**src/rtl/eth_xfer_sched.sv**
```systemverilog
// eth_xfer_sched: two-requester round-robin scheduler issuing one eth_task transfer at a time
// Ports: mclk/reset (sync, active-high); reqN/ram_selN/addrN/sizeN request descriptors;
//   gntN grant pulse, doneN/errN completion pulse; eth_start/eth_ram_sel/eth_addr/eth_size
//   drive eth_task, eth_done returns from it; busy is high outside IDLE.
// Macro ETH_XFER_SCHED_WDT_EN adds the WAIT watchdog (TIMEOUT_CYC cycles, TMO_W-bit counter).
module eth_xfer_sched #(
  parameter int TIMEOUT_CYC = 1000000,
  parameter int TMO_W = 20
) (
  input  logic        mclk,
  input  logic        reset,
  input  logic        req0,
  input  logic        req1,
  input  logic        ram_sel0,
  input  logic        ram_sel1,
  input  logic [23:0] addr0,
  input  logic [23:0] addr1,
  input  logic [12:0] size0,
  input  logic [12:0] size1,
  output logic        gnt0,
  output logic        gnt1,
  output logic        done0,
  output logic        done1,
  output logic        err0,
  output logic        err1,
  output logic        eth_start,
  output logic        eth_ram_sel,
  output logic [23:0] eth_addr,
  output logic [12:0] eth_size,
  input  logic        eth_done,
  output logic        busy
);
  typedef enum logic [1:0] {S_IDLE, S_START, S_WAIT, S_DONE} state_t;
  state_t r_state, w_next;
  logic r_last, r_owner, r_ram_sel, r_err;
  logic [23:0] r_addr;
  logic [12:0] r_size;
  logic w_win, w_tmo;
  if (TIMEOUT_CYC < 2 || TMO_W < $clog2(TIMEOUT_CYC)) begin : g_bad_wdt_cfg
  end
  // Requester 1 wins alone or on a tie when requester 0 was served last.
  assign w_win = (req0 && req1) ? ~r_last : req1;
`ifdef ETH_XFER_SCHED_WDT_EN
  localparam logic [TMO_W-1:0] TMO_LAST = TMO_W'(TIMEOUT_CYC - 1);
  logic [TMO_W-1:0] r_tmo_cnt;
  always_ff @(posedge mclk)
    r_tmo_cnt <= (reset || r_state != S_WAIT) ? '0 : r_tmo_cnt + 1'b1;
  assign w_tmo = (r_state == S_WAIT) && (r_tmo_cnt == TMO_LAST);
`else
  assign w_tmo = 1'b0;
`endif
  always_comb begin
    w_next = r_state;
    unique case (r_state)
      S_IDLE:  w_next = (req0 || req1) ? S_START : S_IDLE;
      S_START: w_next = (r_size == '0) ? S_DONE : S_WAIT;
      S_WAIT:  w_next = (eth_done || w_tmo) ? S_DONE : S_WAIT;
      default: w_next = S_IDLE;
    endcase
  end
  always_ff @(posedge mclk) begin
    if (reset) begin
      r_state   <= S_IDLE;
      r_last    <= 1'b1;
      r_owner   <= 1'b0;
      r_ram_sel <= 1'b0;
      r_addr    <= '0;
      r_size    <= '0;
      r_err     <= 1'b0;
    end else begin
      r_state <= w_next;
      if (r_state == S_IDLE && w_next == S_START) begin
        r_owner   <= w_win;
        r_ram_sel <= w_win ? ram_sel1 : ram_sel0;
        r_addr    <= w_win ? addr1 : addr0;
        r_size    <= w_win ? size1 : size0;
      end
      // Entering DONE from WAIT without eth_done can only be the watchdog; eth_done wins a tie.
      if (r_state != S_DONE && w_next == S_DONE) begin
        r_last <= r_owner;
        r_err  <= (r_state == S_START) || !eth_done;
      end
    end
  end
  assign gnt0        = (r_state == S_START) && !r_owner;
  assign gnt1        = (r_state == S_START) && r_owner;
  assign done0       = (r_state == S_DONE) && !r_owner;
  assign done1       = (r_state == S_DONE) && r_owner;
  assign err0        = done0 && r_err;
  assign err1        = done1 && r_err;
  assign eth_start   = (r_state == S_START) && (r_size != '0);
  assign eth_ram_sel = r_ram_sel;
  assign eth_addr    = r_addr;
  assign eth_size    = r_size;
  assign busy        = r_state != S_IDLE;
endmodule
```
**config.mk**
```make
export PLATFORM = sky130hd
export DESIGN_NAME = eth_xfer_sched
export DESIGN_NICKNAME = d
export VERILOG_FILES = /design/src/rtl/eth_xfer_sched.sv
export SDC_FILE = /design/constraint.sdc
export NUM_CORES = 1
export LEC_CHECK = 0
export ABC_AREA = 1
export CORE_MARGIN = 4
export CORE_UTILIZATION = 39
export DETAILED_ROUTE_END_ITERATION = 10
export HOLD_SLACK_MARGIN = 0.03
export PLACE_DENSITY = 0.78
export SLEW_MARGIN = 0
export SYNTH_ARGS = -nofsm -noshare
export SYNTH_HDL_FRONTEND = slang
export SYNTH_SLANG_ARGS = --single-unit
```
**constraint.sdc**
```tcl
create_clock -name mclk -period 1.8 [get_ports mclk]
set_clock_uncertainty 0.1 [all_clocks]
set_input_delay 0.45 -clock mclk [delete_from_list [all_inputs] [get_ports mclk]]
set_output_delay 0.45 -clock mclk [all_outputs]
set_load 0.01 [all_outputs]
```
==> metrics <==
Power Density=1760 nW/µm²; top cell type by total area after synthesis=dfxtp_1; core footprint=7210 µm²; overall routed net length=9.40 mm; CTS hold repair buffers=0; Bufs on Longest Clock Path=2; RSZ-0062 raised after global routing=true; Hold WS=0.418 ns; first-pass GRT wire length=14.2 mm; Sw Share=45.1%; remaining routing DRC violations=0; cells after synthesis=519; GRT overflow=0; area fraction of the dominant cell type after synthesis=29.8%; min cycle time layout=1.77 ns; Layout fillers=614; final hold vios=0; Max Clk Rate=566 MHz; Syn Std Cell Area=2890 µm²; hold path start=eth_addr[4]$_SDFFE_PP0P_; final setup vio count=0; fin util=67.0%; Worst Hold Class=reg2reg; Seq cells post-synth=43; Reg2Reg Depth=11; syn nets=605; Final nets=739; total track usage=19.6%; DRT iter0 DRCs=103; non-filler cells, final=753; YS warnings=0; Die X-Extent=94.1 µm; Antenna Nets Post-Route=0; vias per cell=4.65; flop2flop setup slack=0.03 ns; vias in the first global route=3227; via count=3502; Placed Cells=738; sequential power share=20.7%; cell with the most instances after synthesis=nand2_1; RR Endpoint=eth_addr[17]$_SDFFE_PP0P_; Starting Density=40.1%; sw power=3.85 mW; number of synthesized flops with an enable pin=0; Setup Crit Path Kind=reg2out; share of cells above drive strength 1=20.9%; Worst EP required=1.25 ns; total of max-cap violations=0; Layout area overhead=67.3%; top_reg_cell synth=dfxtp_1; Chip Height=94.1 µm; IO Pins=127; DR pass1 iterations=4; status=completed; Comb pwr share=68.7%; CTS tree=yes; period utilization=98.2%; ant diodes=0; Yosys cell types=17; largest net degree at the start of global routing=39; critical path fanouts, max=3; TritonCTS buffer count=5; Clock Sinks=43; max-slew violations=0; port bufs=126; leakage power=2.62 nW; Int Pwr=4.68 mW; Rel. slew slack=82.1%; register area share after synthesis=29.8%; origin of the critical flop-to-flop path=r_state[0]$_SDFF_PP0_; clock share of power=10.6%; maximum vdd drop=0.000758 V; Worst Setup Start Kind=flip-flop; routed len/inst=12.5 µm; Hold EP=eth_addr[4]$_SDFFE_PP0P_; CP endpoint kind=output port; Worst Hold Depth=4; Avg Cell Area, Syn=5.57 µm²; Routability Congestion=0.785; top cells by area, synth=dfxtp_1 30%, nand2_1 21%, inv_1 16%; DP HPWL=6.62 mm; top cells by count, synth=165 x nand2_1, 124 x inv_1, 58 x nor2_1; FFs w/ async S/R, synth=0%; initial antenna violation count=0; CTS HTree Levels=2; row cnt=31; Die Area=8850 µm²; Root Buffer Master=clkbuf_8; crit path DAT=1.22 ns; clk slew on worst S/H paths=0.09 ns; clk_lat worst skew=0.30 ns; slew of the pin with the lowest slew margin=0.268 ns
==> layout by cell type, fill, tap and decap left out, drive strengths merged, types with 2 or more instances in the layout <==
| master | n |
|---|---|
| nand4 | 41 |
| buf | 36 |
| clkinvlp | 2 |
| a21oi | 2 |
| dfxtp | 43 |
| dlygate4sd2 | 2 |
| nand2 | 166 |
| ha | 5 |
| nor2 | 58 |
| inv | 128 |
| clkbuf | 9 |
| bufinv | 2 |
| nand3 | 42 |
| clkdlybuf4s50 | 106 |
| dlymetal6s2s | 10 |
==> cell type report <==
cell class / count / area [µm²] / share of cell area [%]
Tap cell: 99 / 124 / 2.56
Clock buffer: 5 / 68.8 / 1.42
Timing Repair Buffer: 159 / 1620 / 33.5
Sequential cell: 43 / 870 / 18.0
Multi-Input combinational cell: 315 / 1590 / 32.9
Clock inverter: 3 / 67.6 / 1.40
Inverter: 129 / 495 / 10.2
==> power groups by stage <==
stage	combinational, mW	sequential, mW	clock [mW]
detailed placement	4.78	1.77	0
floorplan	2.60	1.92	0
CTS	4.82	1.75	0.917
finish	5.86	1.77	0.902
global placement	4.67	1.74	0
global route	6.45	1.82	0.953
==> cells by family after synthesis <==
family                   after synthesis  share of synthesized area (%)
adder cells (fa/ha/maj)                5                           2.16
AO/OA/AOI/OAI                          2                          0.346
buffers and inverters                161                           22.0
AND/OR/NAND/NOR                      308                           45.7
flip-flops                            43                           29.8
==> worst max path at each step <==
stage | start | cells after the start | end | slack (ns)
6_report | r_state[0]$_SDFF_PP0_ | 5 | eth_start | 0.03
5_1_grt | r_state[0]$_SDFF_PP0_ | 12 | eth_addr[6]$_SDFFE_PP0P_ | -0.07
4_1_cts | r_state[1]$_SDFF_PP0_ | 4 | err1 | -0.001
3_5_place_dp | req1 | 10 | eth_addr[5]$_SDFFE_PP0P_ | -0.22
3_3_place_gp | req1 | 10 | eth_addr[15]$_SDFFE_PP0P_ | -0.17
2_1_floorplan | r_state[0]$_SDFF_PP0_ | 11 | eth_addr[0]$_SDFFE_PP0P_ | 0.06
==> critical path, stage by stage, from the launching register on <==
cell and delay (ns):
dfxtp_4 0.38, buf_6 0.12, ha_4 0.15, inv_4 0.04, a21oi_2 0.09, buf_2 0.14
==> registers in the layout, indices dropped and copies added (netlist names) <==
register     count
r_owner          1
r_last           1
r_state          2
eth_size        13
r_err            1
eth_addr        24
eth_ram_sel      1
==> per-layer routing <==
layer / vias up / share of wire (%) / track usage [%]
met2: 142 / 49 / 35.8
met3: 18 / 11 / 6.09
met5: - / 0 / 0
li1: 1804 / - / -
met4: 0 / 2.1 / 5.66
met1: 1538 / 38 / 21.6
==> stage by stage <==
step	total power, mW	cell area [µm²]	TNS (ns)	setup WS, ns
final	8.53	4840	0	0.0327
after global routing	9.23	4840	-1.62	-0.0693
after CTS	7.49	4500	-0.000959	-0.000959
after detailed placement	6.56	4360	-7.94	-0.219
after global placement	6.41	4360	-5.99	-0.166
after floorplan	4.52	2890	0	0.0577
==> repair_timing <==
item                                    CTS  global route
endpoints found under the setup margin   10            56
gates cloned                              0             4
gates resized for setup                  35           111
pin swaps                                 0            33
buffers inserted                          1             2
(Power assumes the default switching activity.)
